**src/rtl/mac_vector_feeder_pkg.sv**
```systemverilog
// Shared types and default widths for the MAC vector feeder and its operand buffers.
package mac_pkg;

  localparam int DEFAULT_WIDTH     = 10;
  localparam int DEFAULT_OUT_WIDTH = 20;
  localparam int DEFAULT_VEC_LEN   = 4;

  typedef logic signed [DEFAULT_WIDTH-1:0]     operand_t;
  typedef logic signed [DEFAULT_OUT_WIDTH-1:0] result_t;

  typedef enum logic [2:0] {
    CLEAR,
    LOAD,
    STREAM,
    DRAIN,
    DONE
  } feeder_state_t;

endpackage

```
**src/rtl/mac_vector_feeder_if.sv**
```systemverilog
// Load port, MAC-side port and result port of the feeder bundled as one interface.
interface mac_vector_feeder_if
  import mac_pkg::*;
#(
  parameter int WIDTH     = DEFAULT_WIDTH,
  parameter int OUT_WIDTH = DEFAULT_OUT_WIDTH
);

  logic signed [WIDTH-1:0]     s_data;
  logic                        s_valid;
  logic                        s_ready;

  logic signed [WIDTH-1:0]     mac_a;
  logic signed [WIDTH-1:0]     mac_b;
  logic                        mac_valid_in;
  logic                        mac_clear;
  logic signed [OUT_WIDTH-1:0] mac_f;
  logic                        mac_valid_out;

  logic signed [OUT_WIDTH-1:0] m_data;
  logic                        m_valid;
  logic                        m_ready;

  // The feeder is the slave of the loader and owns the MAC controls and result port.
  modport slave (
    input  s_data, s_valid, mac_f, mac_valid_out, m_ready,
    output s_ready, mac_a, mac_b, mac_valid_in, mac_clear, m_data, m_valid
  );

  modport master (
    output s_data, s_valid, mac_f, mac_valid_out, m_ready,
    input  s_ready, mac_a, mac_b, mac_valid_in, mac_clear, m_data, m_valid
  );

endinterface

```
**src/rtl/mac_vector_feeder_vec_buf.sv**
```systemverilog
// Small operand register file: one synchronous write port, one combinational read port.
module vec_buf #(
  parameter  int WIDTH  = 10,
  parameter  int DEPTH  = 4,
  localparam int ADDR_W = $clog2(DEPTH)
) (
  input  logic              clk,
  input  logic              wr_en,
  input  logic [ADDR_W-1:0] wr_addr,
  input  logic [WIDTH-1:0]  wr_data,
  input  logic [ADDR_W-1:0] rd_addr,
  output logic [WIDTH-1:0]  rd_data
);

  logic [WIDTH-1:0] mem [DEPTH];

  always_ff @(posedge clk) begin
    if (wr_en) begin
      mem[wr_addr] <= wr_data;
    end
  end

  assign rd_data = mem[rd_addr];

endmodule

```
**src/rtl/mac_vector_feeder.sv**
```systemverilog
// Buffers two operand vectors, streams them into the MAC, captures the final dot product
// and offers it on a valid/ready port before clearing the MAC for the next pair.
module mac_vector_feeder
  import mac_pkg::*;
#(
  parameter  int WIDTH     = DEFAULT_WIDTH,
  parameter  int OUT_WIDTH = DEFAULT_OUT_WIDTH,
  parameter  int VEC_LEN   = DEFAULT_VEC_LEN,
  localparam int ADDR_W    = $clog2(VEC_LEN)
) (
  input logic                clk,
  input logic                reset,
  mac_vector_feeder_if.slave bus
);

  localparam logic [ADDR_W-1:0] LAST_IDX  = ADDR_W'(VEC_LEN - 1);
  localparam logic [ADDR_W:0]   LOAD_LAST = (ADDR_W + 1)'(2 * VEC_LEN - 1);
  localparam logic [ADDR_W:0]   B_BASE    = (ADDR_W + 1)'(VEC_LEN);

  feeder_state_t state;

  logic [ADDR_W:0]         load_cnt;
  logic [ADDR_W-1:0]       elem_cnt;
  logic [ADDR_W-1:0]       vout_cnt;

  logic                    s_ready_r;
  logic [WIDTH-1:0]        mac_a_r;
  logic [WIDTH-1:0]        mac_b_r;
  logic                    mac_valid_in_r;
  logic                    mac_clear_r;
  logic [OUT_WIDTH-1:0]    m_data_r;
  logic                    m_valid_r;

  logic                    load_fire;
  logic                    wr_a;
  logic                    wr_b;
  logic [ADDR_W-1:0]       b_wr_addr;
  logic [WIDTH-1:0]        rd_a;
  logic [WIDTH-1:0]        rd_b;

  // s_ready is only ever high in LOAD, so the handshake alone qualifies a write.
  assign load_fire = bus.s_valid && s_ready_r;
  assign wr_a      = load_fire && (load_cnt < B_BASE);
  assign wr_b      = load_fire && (load_cnt >= B_BASE);
  assign b_wr_addr = ADDR_W'(load_cnt - B_BASE);

  vec_buf #(
    .WIDTH (WIDTH),
    .DEPTH (VEC_LEN)
  ) u_buf_a (
    .clk     (clk),
    .wr_en   (wr_a),
    .wr_addr (load_cnt[ADDR_W-1:0]),
    .wr_data (bus.s_data),
    .rd_addr (elem_cnt),
    .rd_data (rd_a)
  );

  vec_buf #(
    .WIDTH (WIDTH),
    .DEPTH (VEC_LEN)
  ) u_buf_b (
    .clk     (clk),
    .wr_en   (wr_b),
    .wr_addr (b_wr_addr),
    .wr_data (bus.s_data),
    .rd_addr (elem_cnt),
    .rd_data (rd_b)
  );

  // The valid_out counter starts on STREAM entry because the first MAC pulse lands
  // two cycles after the first issue, while later elements are still streaming.
  always_ff @(posedge clk) begin
    if (reset) begin
      state          <= CLEAR;
      load_cnt       <= '0;
      elem_cnt       <= '0;
      vout_cnt       <= '0;
      s_ready_r      <= 1'b0;
      mac_a_r        <= '0;
      mac_b_r        <= '0;
      mac_valid_in_r <= 1'b0;
      mac_clear_r    <= 1'b1;
      m_data_r       <= '0;
      m_valid_r      <= 1'b0;
    end else begin
      unique case (state)
        CLEAR: begin
          mac_clear_r <= 1'b0;
          s_ready_r   <= 1'b1;
          load_cnt    <= '0;
          state       <= LOAD;
        end
        LOAD: begin
          if (load_fire) begin
            if (load_cnt == LOAD_LAST) begin
              s_ready_r <= 1'b0;
              load_cnt  <= '0;
              elem_cnt  <= '0;
              vout_cnt  <= '0;
              state     <= STREAM;
            end else begin
              load_cnt <= load_cnt + 1'b1;
            end
          end
        end
        STREAM: begin
          mac_a_r        <= rd_a;
          mac_b_r        <= rd_b;
          mac_valid_in_r <= 1'b1;
          if (bus.mac_valid_out && (vout_cnt != LAST_IDX)) begin
            vout_cnt <= vout_cnt + 1'b1;
          end
          if (elem_cnt == LAST_IDX) begin
            elem_cnt <= '0;
            state    <= DRAIN;
          end else begin
            elem_cnt <= elem_cnt + 1'b1;
          end
        end
        DRAIN: begin
          mac_valid_in_r <= 1'b0;
          if (bus.mac_valid_out) begin
            if (vout_cnt == LAST_IDX) begin
              m_data_r  <= bus.mac_f;
              m_valid_r <= 1'b1;
              vout_cnt  <= '0;
              state     <= DONE;
            end else begin
              vout_cnt <= vout_cnt + 1'b1;
            end
          end
        end
        DONE: begin
          if (bus.m_ready) begin
            m_valid_r   <= 1'b0;
            mac_clear_r <= 1'b1;
            state       <= CLEAR;
          end
        end
        default: begin
          state <= CLEAR;
        end
      endcase
    end
  end

  assign bus.s_ready      = s_ready_r;
  assign bus.mac_a        = mac_a_r;
  assign bus.mac_b        = mac_b_r;
  assign bus.mac_valid_in = mac_valid_in_r;
  assign bus.mac_clear    = mac_clear_r;
  assign bus.m_data       = m_data_r;
  assign bus.m_valid      = m_valid_r;

endmodule

```
**src/flat_wrapper.sv**
```systemverilog
// flat-port wrapper written by rule: the top's interface ports become plain ports
module mac_vector_feeder_flat import mac_pkg::*;
#(
  parameter  int WIDTH     = DEFAULT_WIDTH,
  parameter  int OUT_WIDTH = DEFAULT_OUT_WIDTH,
  parameter  int VEC_LEN   = DEFAULT_VEC_LEN,
  localparam int ADDR_W    = $clog2(VEC_LEN)
)
  (clk, reset, bus_s_data, bus_s_valid, bus_mac_f, bus_mac_valid_out, bus_m_ready, bus_s_ready, bus_mac_a, bus_mac_b, bus_mac_valid_in, bus_mac_clear, bus_m_data, bus_m_valid);
  mac_vector_feeder_if #(.WIDTH(WIDTH), .OUT_WIDTH(OUT_WIDTH)) bus_i ();
  input logic clk;
  input logic reset;
  input wire logic [$bits(bus_i.s_data)-1:0] bus_s_data;
  input wire logic [$bits(bus_i.s_valid)-1:0] bus_s_valid;
  input wire logic [$bits(bus_i.mac_f)-1:0] bus_mac_f;
  input wire logic [$bits(bus_i.mac_valid_out)-1:0] bus_mac_valid_out;
  input wire logic [$bits(bus_i.m_ready)-1:0] bus_m_ready;
  output wire logic [$bits(bus_i.s_ready)-1:0] bus_s_ready;
  output wire logic [$bits(bus_i.mac_a)-1:0] bus_mac_a;
  output wire logic [$bits(bus_i.mac_b)-1:0] bus_mac_b;
  output wire logic [$bits(bus_i.mac_valid_in)-1:0] bus_mac_valid_in;
  output wire logic [$bits(bus_i.mac_clear)-1:0] bus_mac_clear;
  output wire logic [$bits(bus_i.m_data)-1:0] bus_m_data;
  output wire logic [$bits(bus_i.m_valid)-1:0] bus_m_valid;
  assign bus_i.s_data = bus_s_data;
  assign bus_i.s_valid = bus_s_valid;
  assign bus_i.mac_f = bus_mac_f;
  assign bus_i.mac_valid_out = bus_mac_valid_out;
  assign bus_i.m_ready = bus_m_ready;
  assign bus_s_ready = bus_i.s_ready;
  assign bus_mac_a = bus_i.mac_a;
  assign bus_mac_b = bus_i.mac_b;
  assign bus_mac_valid_in = bus_i.mac_valid_in;
  assign bus_mac_clear = bus_i.mac_clear;
  assign bus_m_data = bus_i.m_data;
  assign bus_m_valid = bus_i.m_valid;
  mac_vector_feeder #(.WIDTH(WIDTH), .OUT_WIDTH(OUT_WIDTH), .VEC_LEN(VEC_LEN)) u_core (.clk(clk), .reset(reset), .bus(bus_i));
endmodule
```
**config.mk**
```make
export PLATFORM = sky130hd
export DESIGN_NAME = mac_vector_feeder_flat
export DESIGN_NICKNAME = d
export VERILOG_FILES = /design/src/rtl/mac_vector_feeder_pkg.sv /design/src/rtl/mac_vector_feeder_if.sv /design/src/rtl/mac_vector_feeder_vec_buf.sv /design/src/rtl/mac_vector_feeder.sv /design/src/flat_wrapper.sv
export SDC_FILE = /design/constraint.sdc
export NUM_CORES = 1
export LEC_CHECK = 0
export ABC_CLOCK_PERIOD_IN_PS = 1700
export BUFFER_PORTS_ARGS = -buffer_cell sky130_fd_sc_hd__clkbuf_2
export CORE_UTILIZATION = 50
export CTS_CLUSTER_SIZE = 28
export DETAILED_ROUTE_END_ITERATION = 7
export GPL_TIMING_DRIVEN = 0
export PLACE_DENSITY = 0.84
export SETUP_SLACK_MARGIN = 0.1
export SYNTH_ARGS = -nofsm -noshare
export SYNTH_HDL_FRONTEND = slang
export SYNTH_SLANG_ARGS = --single-unit
```
**constraint.sdc**
```tcl
create_clock -name clk -period 1.7 [get_ports clk]
set_input_delay 0.085 -clock clk [delete_from_list [all_inputs] [get_ports clk]]
set_output_delay 0.085 -clock clk [all_outputs]
set_load 0.02 [all_outputs]
```
-- Yosys cells after proc, flatten, opt, wreduce, memory -nomap -nowiden
Memories as Yosys holds them, arrays and structs flattened. A register that Yosys moved wholly into a read port is not among the register bits.
Index checks and enable logic that the tools add are counted.
Widths: inputs -> output; s select.
- output and inout bits: 44
- bits in registers: 34
- word-level logic and storage cells: 83
- memories: 2
- bits in writable memories: 80
- bits of input ports: 35
- muxes and demuxes: 32
- $lt $le $gt $ge: 2
- equality and inequality tests: 15
- reduce and logical (&&, ||, !) cells: 19
- add/subtract/negate cells: 4
- memory list (name ; depth ; width ; rd ports ; clocked after memory_dff ; write ports ; RTL line ; source):
    u_core.u_buf_a.mem ; 4 ; 10 ; 1 ; 1 ; 1 ; mac_vector_feeder_vec_buf.sv:15 ; logic [WIDTH-1:0] mem [DEPTH];
    u_core.u_buf_b.mem ; 4 ; 10 ; 1 ; 1 ; 1 ; mac_vector_feeder_vec_buf.sv:15 ;
- operators by type and width (operator ; count):
    $mux 3 ; 8
    $pmux 3 s5 ; 1
    $mux 2 ; 6
    $mux 1 ; 10
    $ne 2x1->1 const B ; 5
    $reduce_bool 2->1 ; 5
    $reduce_and 3->1 ; 3
    $pmux 1 s2 ; 4
    $eq 3x2->1 const B ; 2
    $eq 3x3->1 const B ; 2
    $ne 2x2->1 const B ; 3
    $pmux 2 s3 ; 1
    $pmux 3 s2 ; 1
    $reduce_and 6->1 ; 1
    $reduce_and 5->1 ; 1
    $add 2x1->2 const B ; 2
    $eq 2x2->1 const B ; 2
    $logic_and 1x1->1 ; 4
    $pmux 2 s2 ; 1
    $reduce_and 2->1 ; 2
    $reduce_and 4->1 ; 1
    $add 3x1->3 const B ; 1
    $eq 3x1->1 const B ; 1
    $ge 3x3->1 const B ; 1
    other kinds (4) ; 4

-- Logic depth before layout (Yosys ltp)
Gate-level depths: netlist of run 1.
- word-level depth: 4
- depth in mapped cells: 6
- depth with buffers taken out: 6

-- Hierarchy
A second synthesis of run 1 with hierarchy kept.
- cell total of the unflattened synthesis: 384
- area, all modules: 5136.2 µm²
- by module, submodules not included (module ; sequential area each (µm²) ; cells each ; area an instance (µm²) ; times used):
    vec_buf ; 1201.2 ; 56 ; 1473.9 ; 2
    mac_vector_feeder ; 1081.0 ; 272 ; 2188.3 ; 1

-- Least setup slack after synthesis of run 1
No wires, ideal clock.
- path type: reg2reg
- start: reg u_core.load_cnt[0]
- end: reg u_core.vout_cnt[0]
- data arrival time: 1.555 ns
- setup slack: 0.075 ns
- setup time: 0.070 ns
- clock period less this slack: 1.625 ns
- stages on the path, launching flop included: 7
- buffers on the path: 0
- data required time: 1.630 ns
- path through: dfxtp_1 ha_1 ha_1 and3_4 nor2b_2 or4_1 a21oi_1
- word-level cells in the longest chain between the ends: 3
- RTL lines (element ; RTL line ; source):
    from (decl) ; mac_vector_feeder.sv:22 ; logic [ADDR_W:0] load_cnt;
    from (signal assigned) ; mac_vector_feeder.sv:103 ; load_cnt <= load_cnt + 1'b1;
    $eq 3x3->1 ; mac_vector_feeder.sv:96 ; if (load_cnt == LOAD_LAST) begin
    $ne 2x1->1 (no source line) ; - ;
    $reduce_and 5->1 (no source line) ; - ;
    to (signal assigned) ; mac_vector_feeder.sv:112 ; vout_cnt <= vout_cnt + 1'b1;
    to (signal assigned) ; mac_vector_feeder.sv:130 ; vout_cnt <= vout_cnt + 1'b1;
    to (decl) ; mac_vector_feeder.sv:24 ; logic [ADDR_W-1:0] vout_cnt;
No other way between the ends.
A chain may end at the register's enable or synchronous reset.

-- Worst setup path in the final report of run 1
- start: reg u_core.vout_cnt[0]
- end: reg u_core.vout_cnt[0]
- word-level cells in the longest chain between the ends: 4
- elaborated cells on any way between the ends: 10
- those cells by class: add/sub (1); eq/ne (3); mux (4); reduce/logical (2)
- RTL lines (element ; RTL line):
    $add 2x1->2, or another cell as far along ; mac_vector_feeder.sv:112, mac_vector_feeder.sv:130
    $mux 2 or $logic_and 1x1->1 (tied branches) ; mac_vector_feeder.sv:124, mac_vector_feeder.sv:111
    $mux 2 or $ne 2x1->1 (tied branches) ; -
    $pmux 2 s3 or $reduce_and 5->1 (tied branches) ; -
Several ways; a longest one is shown, not always the timed one. The select of a mux whose other input is x is not followed.

==> results of run 1 <==
sequential cells by signal, indices dropped and copies added, names as in the netlist, 2 cells and up:
name                count
u_core.bus.m_data      20
u_core.bus.mac_a       10
u_core.bus.mac_b       10
u_core.elem_cnt         2
u_core.load_cnt         3
u_core.state            3
u_core.u_buf_a.mem     40
u_core.u_buf_b.mem     40
u_core.vout_cnt         2
power by group:
part	switching [uW]	internal, uW
Combinational	119	110
Clock	1280	1800
Sequential	13.6	3460
Total	1410	5370
worst reg2reg max path, stage by stage (launching register included):
cell,delay (ns)
dfxtp_1,0.33
ha_1,0.23
and2b_1,0.22
o221ai_2,0.13
or4_4,0.50
a21oi_2,0.15
per-layer routing:
layer,up-vias,track usage (%),part of all wire (%)
li1,1536,-,-
met1,1577,24.9,41
met2,104,39.1,53
met3,16,6.09,4.2
met4,0,7.25,1.6
met5,-,0,0
kinds of logic (layout without fill, tap and decap cells):
kind of cell,after synthesis,in the layout
buf+inv,23,165
mux,22,22
compound gates,61,61
simple gates,94,94
fa+ha+maj,7,7
flops,134,134
cell type report:
type / count / share of cell area (%)
plain buffers: 19 / 1.66
clock buffers: 21 / 6.79
clock inverters: 10 / 0.910
inverters: 4 / 0.232
multi-input cells: 184 / 22.6
flip-flops and latches: 134 / 54.0
well taps: 133 / 2.57
repair buffers: 111 / 11.1
layout by cell type, fill, tap and decap left out, types with 7 or more instances in the layout:
cell type	n
a21oi_1	28
a22o_1	20
buf_2	7
clkbuf_1	7
clkbuf_16	16
clkbuf_2	81
dfxtp_1	51
dlygate4sd3_1	32
edfxtp_1	80
mux4_2	20
nand2_1	50
nor2_1	11
nor2_2	7
stage by stage:
step                      power (uW)  hold slack [ns]
after floorplan                 3610            0.184
after CTS                       6790          0.00805
after global placement          3690            0.308
after global routing            6970           0.0619
after detailed placement        3700            0.316
final                           6770           0.0249
worst max-delay path by stage:
stage / from / to / slack [ns] / cells after the start
6_report: u_core.vout_cnt[0]$_SDFFE_PP0P_ / u_core.vout_cnt[0]$_SDFFE_PP0P_ / 0.06 / 5
4_1_cts: u_core.load_cnt[1]$_SDFFE_PP0P_ / u_core.vout_cnt[0]$_SDFFE_PP0P_ / 0.02 / 6
5_1_grt: u_core.bus.s_ready$_SDFFE_PP0P_ / u_core.u_buf_a.mem[0][7]$_DFFE_PP_ / -0.02 / 2
3_3_place_gp: u_core.load_cnt[1]$_SDFFE_PP0P_ / u_core.u_buf_a.mem[3][0]$_DFFE_PP_ / -0.07 / 3
3_5_place_dp: u_core.load_cnt[1]$_SDFFE_PP0P_ / u_core.u_buf_b.mem[3][0]$_DFFE_PP_ / -0.18 / 3
2_1_floorplan: u_core.load_cnt[1]$_SDFFE_PP0P_ / u_core.vout_cnt[0]$_SDFFE_PP0P_ / 0.10 / 6
repair_timing:
action,4_1_cts,5_1_grt
hold buffers,32,0
setup endpoints to repair,101,88
pin swaps,0,1
endpoints found under the hold margin,104,0
setup buffers,2,0
resized for setup,17,15
==> impl_metrics.csv, run 1 <==
group,metric,value,unit
drt,dr.pass1.iters,4,
worst_setup_path,crit_fanout,4,
worst_hold_path,min_to,"u_core.bus.m_valid$_SDFFE_PP0P_",
drt,wl_per_cell,17.3,um
clocking,clkLatencyLatePin,0.52,ns
floorplan,die_width,102,um
floorplan,dieArea,10400,sq um
drt,ant_nets,0,
drt,drcViolationCount,0,
grt,grt_pass1_vias,3285,
drt,vias_per_cell,5.25,
worst_setup_path,crit_path_top_delay_cell,"or4_4",
final_layout,drive_above_1_share,33.7,%
floorplan,rows,36,
clocking,clockRootBuffer,"clkbuf_8",
drt,wl,10600,um
grt,grt_overflow,0,
final_layout,regArea,3490,sq um
clocking,cts_tree,"built",
final_layout,fin_util,66.4,%
logic_synthesis,yosysUniqueCellTypes,35,
worst_setup_path,cp-start-kind,"flop",
logic_synthesis,synth_area_leaders,"edfxtp_1, dfxtp_1, mux4_2",
logic_synthesis,yosys.area.top_type,"edfxtp_1",
timing,final-hold-violation-count,0,
placed_design,dpl.cell_count,551,
grt,antenna_found_initial,0,
logic_synthesis,synth_seq_cells,134,
drt,drtIter0Drc,198,
logic_synthesis,synth_warnings,0,
worst_setup_path,slowest_delay,0.50,ns
placed_design,globalplace.congestion,0.786,
timing,period_share,96.3,%
floorplan,die_h,102,um
placed_design,dp_slack,-0.182,ns
worst_hold_path,min-delay-path-class,"in -> reg",
logic_synthesis,synth_edf_count,80,
timing,fin_ws,0.0626,ns
clocking,clk_pin_slew_worst_paths,0.06,ns
final_layout,final_area,6460,sq um
worst_setup_path,r2r-start,"u_core.vout_cnt[0]$_SDFFE_PP0P_",
final_layout,antenna_cells,0,
grt,grt_pass1_wl,16200,um
run,maxCapViolCount,0,
outcome,outcome,"complete, no violations",
timing,setup_viol,0,
placed_design,dp_hpwl,6420,um
worst_setup_path,arrival,2.09,ns
timing,worst_pin_slew,0.657,ns
clocking,h-tree-depth,4,
pwr,max-vdd-ir-drop,0.524,mV
logic_synthesis,synth_area,4980,sq um
worst_setup_path,r2r_slack,0.06,ns
worst_setup_path,ff2ff_path_depth,5,
timing,slew_headroom,56.2,%
placed_design,placed_area,5540,sq um
logic_synthesis,ys_top_cells_by_count,"edfxtp_1, dfxtp_1, nand2_1",
timing,rsz0062_at_grt,"yes",
worst_setup_path,cp.required,2.15,ns
timing,min_period,1.64,ns
worst_setup_path,crit_chain,"ha_1 > and2b_1 > o221ai_2 > or4_4 > a21oi_2",
logic_synthesis,synth-compound-area-share,8.16,%
grt,grt_max_degree,17,
logic_synthesis,synth-async-reset-ratio,0,%
logic_synthesis,synthesis.nets,383,
floorplan,num_io_pins,79,
logic_synthesis,ys_seq_area_share,69.9,%
pwr,power.density,1050,nW/um^2
logic_synthesis,synth_top_family_by_area,"multiplexers",
timing,fmax,611,MHz
floorplan,core,9730,sq um
worst_hold_path,hp-start,"reset",
logic_synthesis,yosys.area.top_type_share,48.2,%
timing,drv_slew,0,
worst_setup_path,worstSetupPathType,"reg -> reg",
grt,grt_util_all_layers,21.7,%
logic_synthesis,synth-xor-area-share,0,%
timing,finalSetupTns,0,ns
worst_hold_path,whs_path_depth,2,
logic_synthesis,synth_simple_gate_area_share,8.64,%
worst_setup_path,cp-end-kind,"flop",
clocking,numClockSinks,134,
final_layout,fill_cells,682,
final_layout,multi_input_area,1460,sq um
logic_synthesis,synth_most_common_cell,"edfxtp_1",
drt,vias,3233,
worst_setup_path,critPathTopFamily,"simple AND/OR/NAND/NOR gates",
worst_setup_path,worst_r2r_endpoint,"u_core.vout_cnt[0]$_SDFFE_PP0P_",
logic_synthesis,netlist_instances,341,
logic_synthesis,synth.area.mux_share,9.44,%
placed_design,io_buffers,77,
logic_synthesis,synthAdderAreaFrac,1.76,%
timing,fin_worst_skew,0.00891,ns
worst_setup_path,timing.critical_path.buf_inv,0,
clocking,cts_made_buffers,17,
final_layout,final_cells,616,
logic_synthesis,avgSynthCellArea,14.6,sq um
final_layout,finalNetCount,513,
final_layout,syn2layout_area_growth,29.7,%
pwr,p_leak,0.00235,uW
logic_synthesis,ys.flop_type,"edfxtp_1",
floorplan,initial_utilization,51.2,%
clocking,clk_path_buf_depth,2,
Power figures use the tool's default switching activity.
==> run 2: changes to the inputs <==
--- a/config.mk
+++ b/config.mk
@@ -7,6 +7,7 @@
 export LEC_CHECK = 0
 export ABC_CLOCK_PERIOD_IN_PS = 1700
 export BUFFER_PORTS_ARGS = -buffer_cell sky130_fd_sc_hd__clkbuf_2
+export CORE_MARGIN = 1
 export CORE_UTILIZATION = 50
 export CTS_CLUSTER_SIZE = 28
 export DETAILED_ROUTE_END_ITERATION = 7
==> constraint.sdc (replaced) <==
create_clock -name clk -period 1.7 [get_ports clk]
set_input_delay 0.34 -clock clk [delete_from_list [all_inputs] [get_ports clk]]
set_output_delay 0.34 -clock clk [all_outputs]
set_load 0.02 [all_outputs]
==> run 2 against run 1 <==
Effect of this change: hold slack gained 0.012 ns; utilization shrank 3.3 points; setup slack gained 0.0044 ns; largest power group unchanged; die area is the same; largest cell class unchanged.
==> impl_metrics.csv, run 2 (synthesis results as in run 1) <==
group,metric,value,unit
worst_hold_path,hp-start,"bus_mac_f[19]",
worst_setup_path,crit_chain,"ha_1 > and2b_1 > o221ai_2 > or4_4 > a21oi_2",
timing,setup_viol,0,
floorplan,die_width,102,um
worst_setup_path,arrival,2.08,ns
placed_design,globalplace.congestion,0.786,
clocking,cts_tree,"built",
final_layout,fin_util,63.1,%
drt,wl_per_cell,17.3,um
worst_setup_path,r2r_slack,0.07,ns
floorplan,num_io_pins,79,
worst_setup_path,r2r-start,"u_core.vout_cnt[0]$_SDFFE_PP0P_",
final_layout,layout_commonest_cell,"clkbuf_2",
pwr,power_switching,1410,uW
pwr,max-vdd-ir-drop,0.528,mV
grt,grt_util_all_layers,20.6,%
clocking,h-tree-depth,4,
timing,final-hold-violation-count,0,
grt,grt_overflow,0,
pwr,comb_power_share,2.5,%
placed_design,io_buffers,77,
worst_setup_path,crit_path_top_delay_cell,"or4_4",
clocking,ctsHoldBuffers,0,
pwr,swShare,20.9,%
floorplan,die_h,102,um
grt,antenna_found_initial,0,
clocking,clkLatencyLatePin,0.52,ns
pwr,finalPower,6730,uW
run,maxCapViolCount,0,
timing,rsz0062_at_grt,"yes",
floorplan,rows,36,
grt,grt_pass1_vias,3094,
drt,drtIter0Drc,173,
timing,min_period,1.63,ns
grt,grt_max_degree,17,
worst_hold_path,whs_path_depth,3,
worst_setup_path,critPathTopFamily,"simple AND/OR/NAND/NOR gates",
worst_hold_path,min-delay-path-class,"in -> reg",
placed_design,dp_hpwl,6420,um
worst_setup_path,crit_fanout,4,
drt,vias,3088,
final_layout,fill_cells,730,
drt,drcViolationCount,0,
floorplan,initial_utilization,51.2,%
timing,holdWs,0.0370,ns
timing,fin_ws,0.0671,ns
final_layout,drive_above_1_share,36.1,%
final_layout,final_area,6140,sq um
worst_setup_path,timing.critical_path.buf_inv,0,
drt,dr.pass1.iters,4,
pwr,p_leak,0.00222,uW
placed_design,placed_area,5540,sq um
worst_setup_path,worstSetupPathType,"reg -> reg",
clocking,clk_pin_slew_worst_paths,0.06,ns
final_layout,syn2layout_area_growth,23.3,%
pwr,p_clk_share,45.9,%
clocking,cts_made_buffers,17,
drt,ant_nets,0,
worst_setup_path,ff2ff_path_depth,5,
pwr,power_frac_seq,51.6,%
worst_setup_path,cp-start-kind,"flop",
grt,grt_pass1_wl,15400,um
worst_setup_path,slowest_delay,0.50,ns
clocking,numClockSinks,134,
worst_setup_path,cp-end-kind,"flop",
worst_setup_path,worst_r2r_endpoint,"u_core.vout_cnt[0]$_SDFFE_PP0P_",
timing,fin_worst_skew,0.00610,ns
timing,drv_slew,0,
timing,slew_headroom,56.8,%
timing,worst_pin_slew,0.647,ns
drt,wl,10100,um
timing,fmax,612,MHz
pwr,p_int,5320,uW
clocking,clk_path_buf_depth,2,
floorplan,core,9730,sq um
timing,period_share,96.1,%
final_layout,final_cell_mix,"clkbuf_2, edfxtp_1, dfxtp_1",
pwr,power.density,1090,nW/um^2
drt,vias_per_cell,5.29,
worst_hold_path,min_to,"u_core.bus.m_data[19]$_SDFFE_PP0P_",
final_layout,finalNetCount,481,
clocking,clockRootBuffer,"clkbuf_8",
outcome,outcome,"complete, no violations",
final_layout,antenna_cells,0,
floorplan,dieArea,10400,sq um
worst_setup_path,cp.required,2.15,ns
placed_design,dp_slack,-0.182,ns
[run 2: cell count changes in the layout (fill, tap and decap cells not counted)]
cell	previous run	this run
dlygate4sd3_1	32	0
[run 2: per-stage QoR]
| stage | cells | TNS, ns |
|---|---|---|
| after floorplan | 341 | 0 |
| after global placement | 551 | -4.54 |
| after detailed placement | 551 | -9.22 |
| after CTS | 584 | 0 |
| after global routing | 584 | -0.325 |
| final | 584 | 0 |
[run 2: worst register-to-register path, stage by stage, from the launching register on]
cell,delay [ns]
dfxtp_1,0.33
ha_1,0.23
and2b_1,0.22
o221ai_2,0.13
or4_4,0.50
a21oi_2,0.15
[run 2: area by class of cell]
class,instances,area (sq um),share of cell area [%]
clock inverters,10,58.8,0.957
plain buffers,19,108,1.75
repair buffers,79,400,6.52
multi-input cells,184,1460,23.8
well taps,133,166,2.71
clock buffers,21,439,7.15
flip-flops and latches,134,3490,56.8
inverters,4,15.0,0.244
[run 2: what timing repair did]
item	CTS	global route
setup buffers	2	0
cloned	0	0
setup endpoints to repair	101	89
resized for setup	17	15
pin swaps	0	1
[run 2: power groups by stage]
stage               combinational, uW  clock (uW)  sequential (uW)
finish                            169        3080             3470
global route                      188        3240             3470
CTS                               167        3100             3470
detailed placement                158           0             3540
global placement                  150           0             3540
floorplan                        65.5           0             3540
[run 2: layer usage]
| metal | GRT usage [%] | part of all wire (%) | up-vias |
|---|---|---|---|
| li1 | - | - | 1475 |
| met1 | 24.4 | 41 | 1495 |
| met2 | 36.3 | 52 | 101 |
| met3 | 6.09 | 5.1 | 17 |
| met4 | 6.81 | 1.7 | 0 |
| met5 | 0 | 0 | - |
[run 2: how the worst max path moves through the flow]
stage / startpoint / end / cells past startpoint
2_1_floorplan: u_core.load_cnt[1]$_SDFFE_PP0P_ / u_core.vout_cnt[0]$_SDFFE_PP0P_ / 6
3_3_place_gp: u_core.load_cnt[1]$_SDFFE_PP0P_ / u_core.u_buf_a.mem[3][0]$_DFFE_PP_ / 3
3_5_place_dp: u_core.load_cnt[1]$_SDFFE_PP0P_ / u_core.u_buf_b.mem[3][0]$_DFFE_PP_ / 3
4_1_cts: u_core.load_cnt[1]$_SDFFE_PP0P_ / u_core.vout_cnt[0]$_SDFFE_PP0P_ / 6
5_1_grt: u_core.bus.s_ready$_SDFFE_PP0P_ / u_core.u_buf_a.mem[0][7]$_DFFE_PP_ / 2
6_report: u_core.vout_cnt[0]$_SDFFE_PP0P_ / u_core.vout_cnt[0]$_SDFFE_PP0P_ / 5
